File: src/rtl/llc_snoop_responder_pkg.sv
// Shared types for the LLC snoop responder: bus-op and MESI encodings,
// snoop result codes, the per-lookup decision bundle and address geometry.
package llc_snoop_responder_pkg;

    localparam int ADDR_W   = 32;
    localparam int OFFSET_W = 6;
    localparam int INDEX_W  = 14;
    localparam int TAG_W    = ADDR_W - INDEX_W - OFFSET_W;
    localparam int WAY_W    = 3;
    localparam int LINE_W   = ADDR_W - OFFSET_W;

    typedef enum logic [2:0] {
        OP_NONE  = 3'd0,
        OP_READ  = 3'd1,
        OP_WRITE = 3'd2,
        OP_INVAL = 3'd3,
        OP_RWIM  = 3'd4
    } bus_op_e;

    typedef enum logic [1:0] {
        MESI_M = 2'd0,
        MESI_E = 2'd1,
        MESI_S = 2'd2,
        MESI_I = 2'd3
    } mesi_e;

    localparam logic [1:0] SNP_HIT   = 2'd0;
    localparam logic [1:0] SNP_HITM  = 2'd1;
    localparam logic [1:0] SNP_NOHIT = 2'd2;

    typedef struct packed {
        logic [1:0] result;
        mesi_e      next_state;
        logic       wb;
        logic       inval;
        logic       err;
    } snoop_dec_t;

    function automatic logic [ADDR_W-1:0] line_base(
        input logic [LINE_W-1:0] line
    );
        return {line, {OFFSET_W{1'b0}}};
    endfunction

endpackage

File: src/rtl/llc_snoop_responder_if.sv
// Snoop-side bundle: bus op in/ready out, tag store lookup/update,
// writeback handshake, snoop result and L1 invalidate. slave = responder.
interface llc_snoop_responder_if;
    import llc_snoop_responder_pkg::*;

    logic               bus_valid;
    logic [2:0]         bus_op;
    logic [ADDR_W-1:0]  bus_addr;
    logic               bus_ready;
    logic               tag_rd_en;
    logic [INDEX_W-1:0] tag_rd_index;
    logic [TAG_W-1:0]   tag_rd_tag;
    logic               tag_rd_hit;
    logic [WAY_W-1:0]   tag_rd_way;
    logic [1:0]         tag_rd_state;
    logic               tag_wr_en;
    logic [INDEX_W-1:0] tag_wr_index;
    logic [WAY_W-1:0]   tag_wr_way;
    logic [1:0]         tag_wr_state;
    logic               wb_valid;
    logic [ADDR_W-1:0]  wb_addr;
    logic               wb_ready;
    logic               snoop_valid;
    logic [1:0]         snoop_result;
    logic               l1_inval_valid;
    logic [ADDR_W-1:0]  l1_inval_addr;
    logic               protocol_err;

    modport slave (
        input  bus_valid, bus_op, bus_addr,
        input  tag_rd_hit, tag_rd_way, tag_rd_state,
        input  wb_ready,
        output bus_ready, tag_rd_en, tag_rd_index, tag_rd_tag,
        output tag_wr_en, tag_wr_index, tag_wr_way, tag_wr_state,
        output wb_valid, wb_addr,
        output snoop_valid, snoop_result,
        output l1_inval_valid, l1_inval_addr, protocol_err
    );

    modport master (
        output bus_valid, bus_op, bus_addr,
        output tag_rd_hit, tag_rd_way, tag_rd_state,
        output wb_ready,
        input  bus_ready, tag_rd_en, tag_rd_index, tag_rd_tag,
        input  tag_wr_en, tag_wr_index, tag_wr_way, tag_wr_state,
        input  wb_valid, wb_addr,
        input  snoop_valid, snoop_result,
        input  l1_inval_valid, l1_inval_addr, protocol_err
    );

endinterface

File: src/rtl/llc_snoop_responder_mesi_snoop_next.sv
// Combinational snoop decision: (op, hit, MESI state) -> result,
// next state, writeback, L1 invalidate and protocol error flags.
module mesi_snoop_next
    import llc_snoop_responder_pkg::*;
(
    input  logic [2:0] op_i,
    input  logic       hit_i,
    input  mesi_e      state_i,
    output snoop_dec_t dec_o
);

    logic present;
    logic dirty;

    // A hit on an Invalid way is the same as a miss.
    assign present = hit_i && (state_i != MESI_I);
    assign dirty   = (state_i == MESI_M);

    always_comb begin
        dec_o.result     = SNP_NOHIT;
        dec_o.next_state = state_i;
        dec_o.wb         = 1'b0;
        dec_o.inval      = 1'b0;
        dec_o.err        = 1'b0;
        unique case (1'b1)
            (op_i == OP_READ): begin
                if (present) begin
                    dec_o.result     = dirty ? SNP_HITM : SNP_HIT;
                    dec_o.next_state = MESI_S;
                    dec_o.wb         = dirty;
                end
            end
            (op_i == OP_RWIM): begin
                if (present) begin
                    dec_o.result     = dirty ? SNP_HITM : SNP_HIT;
                    dec_o.next_state = MESI_I;
                    dec_o.wb         = dirty;
                    dec_o.inval      = 1'b1;
                end
            end
            (op_i == OP_INVAL): begin
                // An invalidate is only legal against a shared copy.
                if (present) begin
                    if (state_i == MESI_S) begin
                        dec_o.result     = SNP_HIT;
                        dec_o.next_state = MESI_I;
                        dec_o.inval      = 1'b1;
                    end else begin
                        dec_o.err = 1'b1;
                    end
                end
            end
            (op_i == OP_WRITE): begin
                // Only an owner may write back; we must not hold a copy.
                dec_o.err = present;
            end
            default: begin
                dec_o.err = 1'b1;
            end
        endcase
    end

endmodule

File: src/rtl/llc_snoop_responder.sv
// LLC snoop responder: accepts a snooped bus op, looks it up, flushes
// dirty data, reports HIT/HITM/NOHIT and applies the MESI update.
// Ports: clk, rst (async active-high), sif (slave side of the bundle).
module llc_snoop_responder
    import llc_snoop_responder_pkg::*;
(
    input  logic clk,
    input  logic rst,
    llc_snoop_responder_if.slave sif
);

    typedef enum logic [2:0] {
        S_IDLE,
        S_LOOKUP,
        S_DECIDE,
        S_WB,
        S_RESP
    } state_e;

    state_e            state_q, state_d;
    logic [2:0]        op_q;
    logic [LINE_W-1:0] line_q;
    snoop_dec_t        dec_q;
    snoop_dec_t        dec;
    logic              upd_q;
    logic [WAY_W-1:0]  way_q;
    logic              accept;

    assign accept = (state_q == S_IDLE) && sif.bus_valid;

    mesi_snoop_next u_next (
        .op_i    (op_q),
        .hit_i   (sif.tag_rd_hit),
        .state_i (mesi_e'(sif.tag_rd_state)),
        .dec_o   (dec)
    );

    always_ff @(posedge clk or posedge rst) begin
        if (rst) begin
            state_q <= S_IDLE;
            op_q    <= 3'd0;
            line_q  <= '0;
            dec_q   <= '{SNP_NOHIT, MESI_I, 1'b0, 1'b0, 1'b0};
            upd_q   <= 1'b0;
            way_q   <= '0;
        end else begin
            state_q <= state_d;
            if (accept) begin
                op_q   <= sif.bus_op;
                line_q <= sif.bus_addr[ADDR_W-1:OFFSET_W];
            end
            if (state_q == S_DECIDE) begin
                dec_q <= dec;
                way_q <= sif.tag_rd_way;
                // Write the tag store only on a real state change.
                upd_q <= sif.tag_rd_hit &&
                         (dec.next_state != mesi_e'(sif.tag_rd_state));
            end
        end
    end

    always_comb begin
        state_d            = state_q;
        sif.bus_ready      = 1'b0;
        sif.tag_rd_en      = 1'b0;
        sif.tag_rd_index   = '0;
        sif.tag_rd_tag     = '0;
        sif.tag_wr_en      = 1'b0;
        sif.tag_wr_index   = '0;
        sif.tag_wr_way     = '0;
        sif.tag_wr_state   = 2'd0;
        sif.wb_valid       = 1'b0;
        sif.wb_addr        = '0;
        sif.snoop_valid    = 1'b0;
        sif.snoop_result   = SNP_NOHIT;
        sif.l1_inval_valid = 1'b0;
        sif.l1_inval_addr  = '0;
        sif.protocol_err   = 1'b0;
        unique case (state_q)
            S_IDLE: begin
                sif.bus_ready = 1'b1;
                if (sif.bus_valid) state_d = S_LOOKUP;
            end
            S_LOOKUP: begin
                sif.tag_rd_en    = 1'b1;
                sif.tag_rd_index = line_q[INDEX_W-1:0];
                sif.tag_rd_tag   = line_q[LINE_W-1:INDEX_W];
                state_d          = S_DECIDE;
            end
            S_DECIDE: begin
                state_d = dec.wb ? S_WB : S_RESP;
            end
            S_WB: begin
                sif.wb_valid = 1'b1;
                sif.wb_addr  = line_base(line_q);
                if (sif.wb_ready) state_d = S_RESP;
            end
            S_RESP: begin
                sif.snoop_valid  = 1'b1;
                sif.snoop_result = dec_q.result;
                sif.protocol_err = dec_q.err;
                if (upd_q) begin
                    sif.tag_wr_en    = 1'b1;
                    sif.tag_wr_index = line_q[INDEX_W-1:0];
                    sif.tag_wr_way   = way_q;
                    sif.tag_wr_state = dec_q.next_state;
                end
                if (dec_q.inval) begin
                    sif.l1_inval_valid = 1'b1;
                    sif.l1_inval_addr  = line_base(line_q);
                end
                state_d = S_IDLE;
            end
            default: state_d = S_IDLE;
        endcase
    end

endmodule

File: src/flat_wrapper.sv
// flat-port wrapper written by rule: the top's interface ports become plain ports
module llc_snoop_responder_flat import llc_snoop_responder_pkg::*;
  (clk, rst, sif_bus_valid, sif_bus_op, sif_bus_addr, sif_tag_rd_hit, sif_tag_rd_way, sif_tag_rd_state, sif_wb_ready, sif_bus_ready, sif_tag_rd_en, sif_tag_rd_index, sif_tag_rd_tag, sif_tag_wr_en, sif_tag_wr_index, sif_tag_wr_way, sif_tag_wr_state, sif_wb_valid, sif_wb_addr, sif_snoop_valid, sif_snoop_result, sif_l1_inval_valid, sif_l1_inval_addr, sif_protocol_err);
  llc_snoop_responder_if sif_i ();
  input  logic clk;
  input  logic rst;
  input wire logic [$bits(sif_i.bus_valid)-1:0] sif_bus_valid;
  input wire logic [$bits(sif_i.bus_op)-1:0] sif_bus_op;
  input wire logic [$bits(sif_i.bus_addr)-1:0] sif_bus_addr;
  input wire logic [$bits(sif_i.tag_rd_hit)-1:0] sif_tag_rd_hit;
  input wire logic [$bits(sif_i.tag_rd_way)-1:0] sif_tag_rd_way;
  input wire logic [$bits(sif_i.tag_rd_state)-1:0] sif_tag_rd_state;
  input wire logic [$bits(sif_i.wb_ready)-1:0] sif_wb_ready;
  output wire logic [$bits(sif_i.bus_ready)-1:0] sif_bus_ready;
  output wire logic [$bits(sif_i.tag_rd_en)-1:0] sif_tag_rd_en;
  output wire logic [$bits(sif_i.tag_rd_index)-1:0] sif_tag_rd_index;
  output wire logic [$bits(sif_i.tag_rd_tag)-1:0] sif_tag_rd_tag;
  output wire logic [$bits(sif_i.tag_wr_en)-1:0] sif_tag_wr_en;
  output wire logic [$bits(sif_i.tag_wr_index)-1:0] sif_tag_wr_index;
  output wire logic [$bits(sif_i.tag_wr_way)-1:0] sif_tag_wr_way;
  output wire logic [$bits(sif_i.tag_wr_state)-1:0] sif_tag_wr_state;
  output wire logic [$bits(sif_i.wb_valid)-1:0] sif_wb_valid;
  output wire logic [$bits(sif_i.wb_addr)-1:0] sif_wb_addr;
  output wire logic [$bits(sif_i.snoop_valid)-1:0] sif_snoop_valid;
  output wire logic [$bits(sif_i.snoop_result)-1:0] sif_snoop_result;
  output wire logic [$bits(sif_i.l1_inval_valid)-1:0] sif_l1_inval_valid;
  output wire logic [$bits(sif_i.l1_inval_addr)-1:0] sif_l1_inval_addr;
  output wire logic [$bits(sif_i.protocol_err)-1:0] sif_protocol_err;
  assign sif_i.bus_valid = sif_bus_valid;
  assign sif_i.bus_op = sif_bus_op;
  assign sif_i.bus_addr = sif_bus_addr;
  assign sif_i.tag_rd_hit = sif_tag_rd_hit;
  assign sif_i.tag_rd_way = sif_tag_rd_way;
  assign sif_i.tag_rd_state = sif_tag_rd_state;
  assign sif_i.wb_ready = sif_wb_ready;
  assign sif_bus_ready = sif_i.bus_ready;
  assign sif_tag_rd_en = sif_i.tag_rd_en;
  assign sif_tag_rd_index = sif_i.tag_rd_index;
  assign sif_tag_rd_tag = sif_i.tag_rd_tag;
  assign sif_tag_wr_en = sif_i.tag_wr_en;
  assign sif_tag_wr_index = sif_i.tag_wr_index;
  assign sif_tag_wr_way = sif_i.tag_wr_way;
  assign sif_tag_wr_state = sif_i.tag_wr_state;
  assign sif_wb_valid = sif_i.wb_valid;
  assign sif_wb_addr = sif_i.wb_addr;
  assign sif_snoop_valid = sif_i.snoop_valid;
  assign sif_snoop_result = sif_i.snoop_result;
  assign sif_l1_inval_valid = sif_i.l1_inval_valid;
  assign sif_l1_inval_addr = sif_i.l1_inval_addr;
  assign sif_protocol_err = sif_i.protocol_err;
  llc_snoop_responder u_core (.clk(clk), .rst(rst), .sif(sif_i));
endmodule
File: config.mk
export PLATFORM = sky130hd
export DESIGN_NAME = llc_snoop_responder_flat
export DESIGN_NICKNAME = d
export VERILOG_FILES = /design/src/rtl/llc_snoop_responder_pkg.sv /design/src/rtl/llc_snoop_responder_if.sv /design/src/rtl/llc_snoop_responder_mesi_snoop_next.sv /design/src/rtl/llc_snoop_responder.sv /design/src/flat_wrapper.sv
export SDC_FILE = /design/constraint.sdc
export NUM_CORES = 1
export LEC_CHECK = 0
export ABC_AREA = 1
export BUFFER_PORTS_ARGS = -buffer_cell sky130_fd_sc_hd__buf_4
export CORE_MARGIN = 4
export CORE_UTILIZATION = 42
export DETAILED_ROUTE_END_ITERATION = 12
export PLACE_DENSITY = 0.9
export SLEW_MARGIN = 20
export SYNTH_ARGS = -nofsm -noshare
export SYNTH_HDL_FRONTEND = slang
export SYNTH_SLANG_ARGS = --single-unit
File: constraint.sdc
create_clock -name clk -period 1.5 [get_ports clk]
set_clock_uncertainty 0.15 [all_clocks]
set_input_delay 0.075 -clock clk [delete_from_list [all_inputs] [get_ports clk]]
set_output_delay 0.075 -clock clk [all_outputs]
set_load 0.03 [all_outputs]
==> results, run 1 <==
- During placement, the flow inserted port buffers numbering 144.
- The buffer cell driving the clock tree root is sky130_fd_sc_hd__clkbuf_8.
- The initialized floorplan defines 27 standard-cell rows.
- The H-tree was split into 2 levels.
- Synthesis handed over a netlist of 353 instances.
- The most frequently used cell type in the post-synthesis netlist is sky130_fd_sc_hd__nor2_1.
- After synthesis, the cell types taking the most area are sky130_fd_sc_hd__dfrtp_1 40%, sky130_fd_sc_hd__nor2_1 20%, sky130_fd_sc_hd__inv_1 7.4%.
- The weighted congestion reported at the end of routability-driven placement is 0.871.
- The number of distinct standard cells referenced by the synthesized netlist is 23.
- The run stopped with a tool error.
- After detailed placement, the design holds a cell count of 570.
- The largest total area in the synthesized netlist belongs to sky130_fd_sc_hd__dfrtp_1.
- The width of the die is 84.1 um.
- The share of synthesized area in the top cell type comes to 0.401.
- The number of top-level pins is 163.
- The number of synthesis warnings is 0.
- The maximum root-to-sink buffer count is 2.
- Counting the buffers created by CTS gives 5.
- The HPWL reported at the end of detailed placement is 6.71 mm.
- The tool reported: "[ERROR DPL-0038] Utilization greater than 100%, impossible to legalize".
- The count of clock tree sinks is 42.
- The die height is 84.1 um.
- By count the netlist is led by 131 x sky130_fd_sc_hd__nor2_1, 48 x sky130_fd_sc_hd__inv_1, 39 x sky130_fd_sc_hd__dfrtp_1.
- Before CTS, the worst setup slack after placement is -0.124 ns.
- A synthesized cell averages 6.89 sq um.
- For this design, the CTS-stage hold fixing added 37 buffers.
- The flow stopped in 4_1_cts.
- The number of synthesized register bits is 42.
- The proportion of synthesized chip area in sequential cells is 0.434.
- For this configuration, the core starts out at a cell density of 0.436.
- The count of flip-flops with a built-in enable after synthesis is 0.
- For this run, asynchronously set or reset flops after synthesis account for 1.00.
- The post-CTS repair timing setup buffer count is 8.
- The summed instance area of the synthesized netlist is 2430 sq um.
- The post-cts resize count is 182.
- The most used flip-flop cell after synthesis is sky130_fd_sc_hd__dfrtp_1.
-- metrics by stage --
stage               instance area [sq um]  setup TNS (ns)  utilization
detailed placement                   4200           -3.51        0.754
floorplan                            3090          -10.50            -
global placement                     4200          -0.130        0.754
-- cells by family after synthesis --
| group | Yosys count | synth area share |
|---|---|---|
| compound gates | 46 | 0.0983 |
| buf+inv | 79 | 0.164 |
| flops | 42 | 0.434 |
| other cells | 1 | 0.00154 |
| simple gates | 185 | 0.302 |
==> run 2, diff against run 1 <==
--- a/config.mk
+++ b/config.mk
@@ -8,9 +8,9 @@
 export ABC_AREA = 1
 export BUFFER_PORTS_ARGS = -buffer_cell sky130_fd_sc_hd__buf_4
 export CORE_MARGIN = 4
-export CORE_UTILIZATION = 42
+export CORE_UTILIZATION = 30
 export DETAILED_ROUTE_END_ITERATION = 12
-export PLACE_DENSITY = 0.9
+export PLACE_DENSITY_LB_ADDON = 0.15
 export SLEW_MARGIN = 20
 export SYNTH_ARGS = -nofsm -noshare
 export SYNTH_HDL_FRONTEND = slang
==> results, run 2 <==
- Run status: finished, violations left (was stopped before the end).
- The final reports fail on setup timing.
- The signed area change from the synthesized netlist to the final layout is 156%.
- The top cell types in the final layout, fill and taps aside, are 118 x sky130_fd_sc_hd__buf_6, 107 x sky130_fd_sc_hd__nor2_4, 53 x sky130_fd_sc_hd__buf_4.
- Setup repair after global routing could not meet its margin everywhere.
- The worst hold path belongs to the class in -> reg.
- The weighted congestion reported at the end of routability-driven placement is 0.786 (was 0.871).
- The switching share of power is 0.510.
- The number of top-level pins was 163 (unchanged).
- The area of the die is 9610 sq um.
- The final worst-path cycle share is 1.26.
- The type of the worst setup path is reg -> out.
- The maximum root-to-sink buffer count was 2 (unchanged).
- The filler cells instantiated in the layout total 490.
- The most frequently used cell type in the post-synthesis netlist is sky130_fd_sc_hd__nor2_1 (unchanged).
- STA puts the critical path data required time at 1.27 ns.
- The number of synthesized register bits is 42 (unchanged).
- The worst-case IR drop observed on VDD is 0.852 mV.
- The remaining routing DRC violations is 0.
- The core region area is 7810 sq um.
- The number of slew-limit violations in the final report is 0.
- The count of flip-flops with a built-in enable after synthesis is 0 (unchanged).
- The critical-path maximum fanout is 5.
- The number of H-tree levels came to 2 (unchanged).
- The count of placed standard cells including taps is 610 (was 570).
- The clock tree from TritonCTS is done.
- Clock latency on the worst-skew pair, taken at its later pin, is 0.30 ns.
- The max-cap violation count is 0.
- The leakage component of the power is 2.85 nW.
- The via count normalized by instance count is 4.65.
- The starting utilization of the core area is 0.312 (was 0.436).
- The number of endpoints with negative hold slack in the final report was 0.
- The number of distinct standard cells referenced by the synthesized netlist is 23 (unchanged).
- The worst setup path is captured at a primary output.
- The largest registers in the layout are u_core.line_q x26, u_core.dec_q x6.
- After clock tree synthesis, the clock-pin slew on the worst setup and hold paths is 0.09 ns.
- The HPWL reported at the end of detailed placement was 6.30 mm (was 6.71 mm).
- The register with the most flip-flops in the layout has 26 of them.
- The share of cells above drive strength 1 is 0.666.
- The most used flip-flop cell after synthesis is sky130_fd_sc_hd__dfrtp_1 (unchanged).
- The proportion of synthesized chip area in sequential cells is 0.434 (unchanged).
- The total CTS buffers was 5 (unchanged).
- The largest net degree at the start of global routing is 22.
- The worst path in the final design needs a cycle of 1.90 ns, including I/O delays and setup.
- The number of antenna violations at the first check in global routing is 0.
- The peak clock frequency supported by timing is 527 MHz.
- The final layout contains 624 nets.
- The arrival time of the worst setup path is 1.67 ns.
- The summed instance area of the synthesized netlist was 2430 sq um (unchanged).
- The share of total power in the clock network is 0.068.
- Most frequent cells after synthesis: 131 x sky130_fd_sc_hd__nor2_1, 48 x sky130_fd_sc_hd__inv_1, 39 x sky130_fd_sc_hd__dfrtp_1 (unchanged).
- Largest cells by area after synthesis: sky130_fd_sc_hd__dfrtp_1 40%, sky130_fd_sc_hd__nor2_1 20%, sky130_fd_sc_hd__inv_1 7.4% (unchanged).
- The worst path setup slack after routing is -0.397 ns.
- Across all hold checks on the routed design, the worst slack comes to 0.0782 ns.
- The die height is 98.0 um (was 84.1 um).
- The top cell type by total area after synthesis is sky130_fd_sc_hd__dfrtp_1 (unchanged).
- The global-route wire length before repair is 16.1 mm.
- After global routing the overflow that remains totals 0.
- Internal power comes to 5.76 mW.
- The area share of the leading cell type in the synthesized netlist is 0.401 (unchanged).
- The number of synthesis warnings came to 0 (unchanged).
- The power density over the cells is 1880 nW/um^2.
- The buffer cell driving the clock tree root is sky130_fd_sc_hd__clkbuf_8 (unchanged).
- The number of nets with antenna violations after detailed routing is 0.
- The number of rows created at floorplan came to 32 (was 27).
- The count of input and output buffers came to 144 (unchanged).
- The total of endpoints with negative setup slack in the final report is 145.
- Leaving out fill and tap cells, the most frequent cell in the layout is sky130_fd_sc_hd__buf_6.
- The count of clock tree sinks was 42 (unchanged).
- u_core.line_q holds more flip-flops than any other register.
- The number of standard cells after synthesis is 353 (unchanged).
- The starting DRC count in detailed routing is 46.
- The worst slack after detailed placement was -0.0277 ns (was -0.124 ns).
- Of the total power, combinational logic draws 0.764.
- The async set-or-reset flop fraction in the synthesized netlist is 1.00 (unchanged).
- The mean routed wirelength per cell is 16.7 um.
- The global-route usage over all layers is 0.205.
- Summed over all nets, the switching power comes to 5.99 mW.
- Leaving out filler cells and counting taps, the final layout contains 682.
- The average size of a mapped cell is 6.89 sq um (unchanged).
- Of the total power, registers draw 0.168.
- STA classifies the critical path startpoint as a flip-flop.
- 0 antenna diodes ended up in the layout.
- The first-pass iteration count of the detailed router is 4.
- Detailed routing inserted a total of 3173 vias.
- The final wirelength is 11.4 mm.
- The via count of the first global-routing pass is 3162.
- The width of the die came to 98.0 um (was 84.1 um).
[run 2: cell counts after synthesis]
Identical to the previous run, type by type.
[run 2: area by class of cell]
class / count / area, sq um / share of cell area
well taps: 102 / 128 / 0.0205
repair buffers: 235 / 2680 / 0.430
inverters: 52 / 223 / 0.0357
clock buffers: 6 / 82.6 / 0.0132
clock inverters: 2 / 12.5 / 0.00201
multi-input cells: 243 / 2050 / 0.329
flip-flops and latches: 42 / 1060 / 0.170
[run 2: per-layer routing]
| metal | global-route usage | up-vias | part of all wire |
|---|---|---|---|
| li1 | - | 1496 | - |
| met1 | 0.245 | 1551 | 0.39 |
| met2 | 0.377 | 109 | 0.54 |
| met3 | 0.0386 | 17 | 0.048 |
| met4 | 0.0522 | 0 | 0.017 |
| met5 | 0 | - | 0 |
[run 2: worst paths after layout]
path,from,to,slack [ns],cells past startpoint
max,u_core.state_q[0],sif_tag_rd_tag[5],-0.40,7
min,sif_bus_valid,u_core.state_q[0],0.08,4
max reg2reg,u_core.state_q[0],u_core.line_q[10],-0.16,8
min reg2reg,u_core.dec_q[3],u_core.dec_q[3],0.33,2
max in group asynchronous,rst,u_core.line_q[7],0.45,4
min in group asynchronous,rst,u_core.op_q[0],0.18,3
[run 2: what timing repair did]
item | 4_1_cts | 5_1_grt
gates cloned | 4 | 12
endpoints found under the setup margin | 117 | 148
endpoints found under the hold margin | 61 | 0
setup buffers | 8 | 9
pin swaps | 3 | 34
resized for setup | 147 | 125
hold buffers | 37 | 0
[run 2: kinds of logic after synthesis]
| group | after synthesis | share of synthesized area |
|---|---|---|
| AOI/OAI and AO/OA | 46 | 0.0983 |
| other | 1 | 0.00154 |
| and+or+nand+nor | 185 | 0.302 |
| buffers and inverters | 79 | 0.164 |
| DFF | 42 | 0.434 |
[run 2: power groups by stage]
stage          registers [mW]  clock network (mW)  logic (mW)
6_report                 1.97               0.801        8.98
5_1_grt                  2.03               0.880        9.47
4_1_cts                  1.92               0.822        7.13
3_5_place_dp             1.93                   0        5.92
3_3_place_gp             1.92                   0        5.84
2_1_floorplan            1.91                   0        4.25
[run 2: critical path, cell delays in order, from the launching register on]
cell,delay (ns)
sky130_fd_sc_hd__dfrtp_1,0.43
sky130_fd_sc_hd__buf_6,0.14
sky130_fd_sc_hd__inv_6,0.04
sky130_fd_sc_hd__nor3_4,0.21
sky130_fd_sc_hd__inv_4,0.10
sky130_fd_sc_hd__clkbuf_16,0.19
sky130_fd_sc_hd__nor2_4,0.11
sky130_fd_sc_hd__buf_6,0.14
[run 2: metrics by stage]
step	power, mW	util	area [sq um]	setup TNS [ns]
floorplan	6.15	-	3090	-10.50
global placement	7.76	0.556	4340	-0.0154
detailed placement	7.85	0.556	4340	-0.204
CTS	9.88	0.706	5520	-31.54
global route	12.4	0.799	6240	-45.21
finish	11.8	0.799	6240	-37.05
Note: power is estimated with default switching activity, not from simulation.
==> run 3, diff against run 2 <==
--- a/config.mk
+++ b/config.mk
@@ -10,7 +10,7 @@
 export CORE_MARGIN = 4
 export CORE_UTILIZATION = 30
 export DETAILED_ROUTE_END_ITERATION = 12
-export PLACE_DENSITY_LB_ADDON = 0.15
+export PLACE_DENSITY_LB_ADDON = 0.05
 export SLEW_MARGIN = 20
 export SYNTH_ARGS = -nofsm -noshare
 export SYNTH_HDL_FRONTEND = slang
==> results, run 3 (synthesis gave the netlist of run 2 again) <==
- The via count normalized by instance count is 4.55 (was 4.65).
- The clock transition at the registers of the reported paths was 0.08 ns (was 0.09 ns).
- The most common cell after layout, fill and taps aside is sky130_fd_sc_hd__buf_6 (unchanged).
- The worst vdd rail ir drop is 1.07 mV (was 0.852 mV).
- The number of nets with antenna violations after detailed routing is 0 (unchanged).
- The number of antenna violations at the first check in global routing came to 0 (unchanged).
- Failing checks: setup timing (unchanged).
- The area of all placed cells without fillers is 6000 sq um (was 6240 sq um).
- The area of the die came to 9610 sq um (unchanged).
- The width of the die was 98.0 um (unchanged).
- The via count of the routed design came to 3068 (was 3173).
- The critical-path maximum fanout was 8 (was 5).
- The endpoint of the lowest-slack register-to-register path was u_core.op_q[2] (was u_core.line_q[10]).
- The max-cap violation count is 0 (unchanged).
- The clock tree from TritonCTS is done (unchanged).
- The net switching component of the power is 5.63 mW (was 5.99 mW).
- The HPWL reported at the end of detailed placement is 6.24 mm (was 6.30 mm).
- The number of antenna repair diodes is 0 (unchanged).
- The die height was 98.0 um (unchanged).
- The worst endpoint required time was 1.27 ns (about the same).
- Highest-count cells in the layout ignoring fill and taps: 114 x sky130_fd_sc_hd__buf_6, 97 x sky130_fd_sc_hd__nor2_4, 56 x sky130_fd_sc_hd__buf_4 (was 118 x sky130_fd_sc_hd__buf_6, 107 x sky130_fd_sc_hd__nor2_4, 53 x sky130_fd_sc_hd__buf_4).
- The share of total power in the clock network is 0.082 (was 0.068).
- The depth of the most critical reg-to-reg path is 9 (was 8).
- The global-route wire length before repair was 16.1 mm (about the same).
- The buffer cell driving the clock tree root was sky130_fd_sc_hd__clkbuf_8 (unchanged).
- The count of clock tree sinks was 42 (unchanged).
- The flip-flop count of the largest register after layout is 26 (unchanged).
- The share of cells above drive strength 1 is 0.621 (was 0.666).
- The end point of the critical path was sif_tag_wr_index[7] (was sif_tag_rd_tag[5]).
- The reg2reg setup slack was -0.20 ns (was -0.16 ns).
- The share of total power in sequential cells is 0.176 (was 0.168).
- The share of the core filled with cells is 0.769 (was 0.799).
- The number of slew-limit violations in the final report is 0 (unchanged).
- The launch point of the critical path is u_core.state_q[1] (was u_core.state_q[0]).
- The core region area was 7810 sq um (unchanged).
- The leakage component of the power was 2.78 nW (was 2.85 nW).
- The number of nets in the finished design was 617 (was 624).
- The total power is 11.2 mW (was 11.8 mW).
- The total of endpoints with negative setup slack in the final report was 137 (was 145).
- Regs by FF count: u_core.line_q x26, u_core.dec_q x6 (unchanged).
- The via count of the first global-routing pass is 3057 (was 3162).
- The final-layout worst hold slack was 0.0212 ns (was 0.0782 ns).
- The count of input and output buffers was 144 (unchanged).
- The clock insertion delay at the later pin of the skew report came to 0.29 ns (was 0.30 ns).
- The remaining routing DRC violations was 0 (unchanged).
- The starting utilization of the core area is 0.312 (unchanged).
- The shortest period the worst path allows is 1.85 ns (was 1.90 ns).
- The maximum root-to-sink buffer count is 2 (unchanged).
- The total global routing overflow is 0 (unchanged).
- The final worst-path cycle share is 1.23 (was 1.26).
- The filler cell count was 547 (was 490).
- The kind of start point of the critical path is a flip-flop (unchanged).
- Setup repair after global routing missed its margin: yes (unchanged).
- The switching share of power is 0.502 (was 0.510).
- The power density over the cells was 1870 nW/um^2 (was 1880 nW/um^2).
- The cell area after placement was 4300 sq um (was 4340 sq um).
- The global-route usage over all layers was 0.207 (was 0.205).
- The largest register by flop count is u_core.line_q (unchanged).
- The critical register-to-register path startpoint is u_core.state_q[1] (was u_core.state_q[0]).
- Run status: finished, violations left (unchanged).
- The signed area change from the synthesized netlist to the final layout is 147% (was 156%).
- The type of the worst setup path is reg -> out (unchanged).
- The starting DRC count in detailed routing came to 55 (was 46).
- The arrival time of the worst setup path is 1.62 ns (was 1.67 ns).
- The final wirelength is 10.6 mm (was 11.4 mm).
- The number of rows created at floorplan was 32 (unchanged).
- The number of H-tree levels is 2 (unchanged).
- The number of top-level pins came to 163 (unchanged).
- The weighted congestion reported at the end of routability-driven placement is 0.806 (was 0.786).
- The mean routed wirelength per cell came to 15.7 um (was 16.7 um).
- The total CTS buffers is 5 (unchanged).
- The endpoint type of the worst setup path is a primary output (unchanged).
- The worst path setup slack after routing is -0.348 ns (was -0.397 ns).
- The worst min-delay path category was in -> reg (unchanged).
- The number of endpoints with negative hold slack in the final report is 0 (unchanged).
- The largest net degree at the start of global routing is 23 (was 22).
- The peak clock frequency supported by timing was 541 MHz (was 527 MHz).
- The cell internal power dissipation is 5.59 mW (was 5.76 mW).
- The combinational group share of total power came to 0.741 (was 0.764).
- The first-pass iteration count of the detailed router was 4 (unchanged).
[run 3: worst max-delay path, cell delays in order (launching register included)]
cell and delay (ns):
sky130_fd_sc_hd__dfrtp_1 0.40, sky130_fd_sc_hd__buf_6 0.13, sky130_fd_sc_hd__nor2_4 0.10, sky130_fd_sc_hd__nand2_4 0.08, sky130_fd_sc_hd__clkinvlp_4 0.19, sky130_fd_sc_hd__nand2_8 0.15, sky130_fd_sc_hd__nor2_4 0.14, sky130_fd_sc_hd__buf_6 0.14
[run 3: worst min-delay path by stage]
stage / cells past startpoint / endpoint / start / slack (ns)
2_1_floorplan: 2 / u_core.way_q[0] / sif_tag_rd_way[0] / 0.04
3_3_place_gp: 2 / u_core.line_q[0] / rst / -0.1
3_5_place_dp: 2 / u_core.line_q[0] / rst / -0.1
4_1_cts: 5 / u_core.upd_q / sif_tag_rd_hit / 0.0006
5_1_grt: 5 / u_core.upd_q / sif_tag_rd_hit / 0.03
6_report: 5 / u_core.upd_q / sif_tag_rd_hit / 0.02
[run 3: per-stage QoR]
step	cells	setup slack, ns	TNS (ns)
after detailed placement	606	-0.0695	-0.889
after global routing	675	-0.449	-48.82
after global placement	606	-0.0413	-0.294
after floorplan	364	-0.167	-10.50
final	675	-0.348	-34.54
after CTS	669	-0.341	-34.37
[run 3: layer usage]
layer	vias up	wire length, um	GRT usage	share of wire
met1	1467	4190	0.259	0.39
li1	1487	-	-	-
met4	0	80	0.0330	0.0075
met3	6	581	0.0393	0.055
met5	-	0	0	0
met2	108	5760	0.377	0.54
[run 3: power groups by stage]
stage | logic, mW | clock network (mW) | registers [mW]
2_1_floorplan | 4.25 | 0 | 1.91
3_3_place_gp | 5.84 | 0 | 1.94
3_5_place_dp | 5.88 | 0 | 1.95
4_1_cts | 7.93 | 0.960 | 1.96
5_1_grt | 8.82 | 1.01 | 2.05
6_report | 8.32 | 0.922 | 1.98
[run 3: timing repair]
item                                    in CTS  in global routing
setup buffers                               13                  5
hold buffers                                36                  0
endpoints found under the setup margin     115                146
gates resized for setup                    187                 38
pin swaps                                    8                 12
gates cloned                                 8                  3
endpoints found under the hold margin       76                  0
[run 3: area by class of cell]
type,instances,area (sq um),area share
clock buffer,7,86.3,0.0144
timing repair buffer,227,2540,0.424
multi-input combinational,244,1950,0.324
inverter,52,213,0.0354
tap,102,128,0.0213
clock inverter,1,30.0,0.00500
sequential,42,1060,0.176
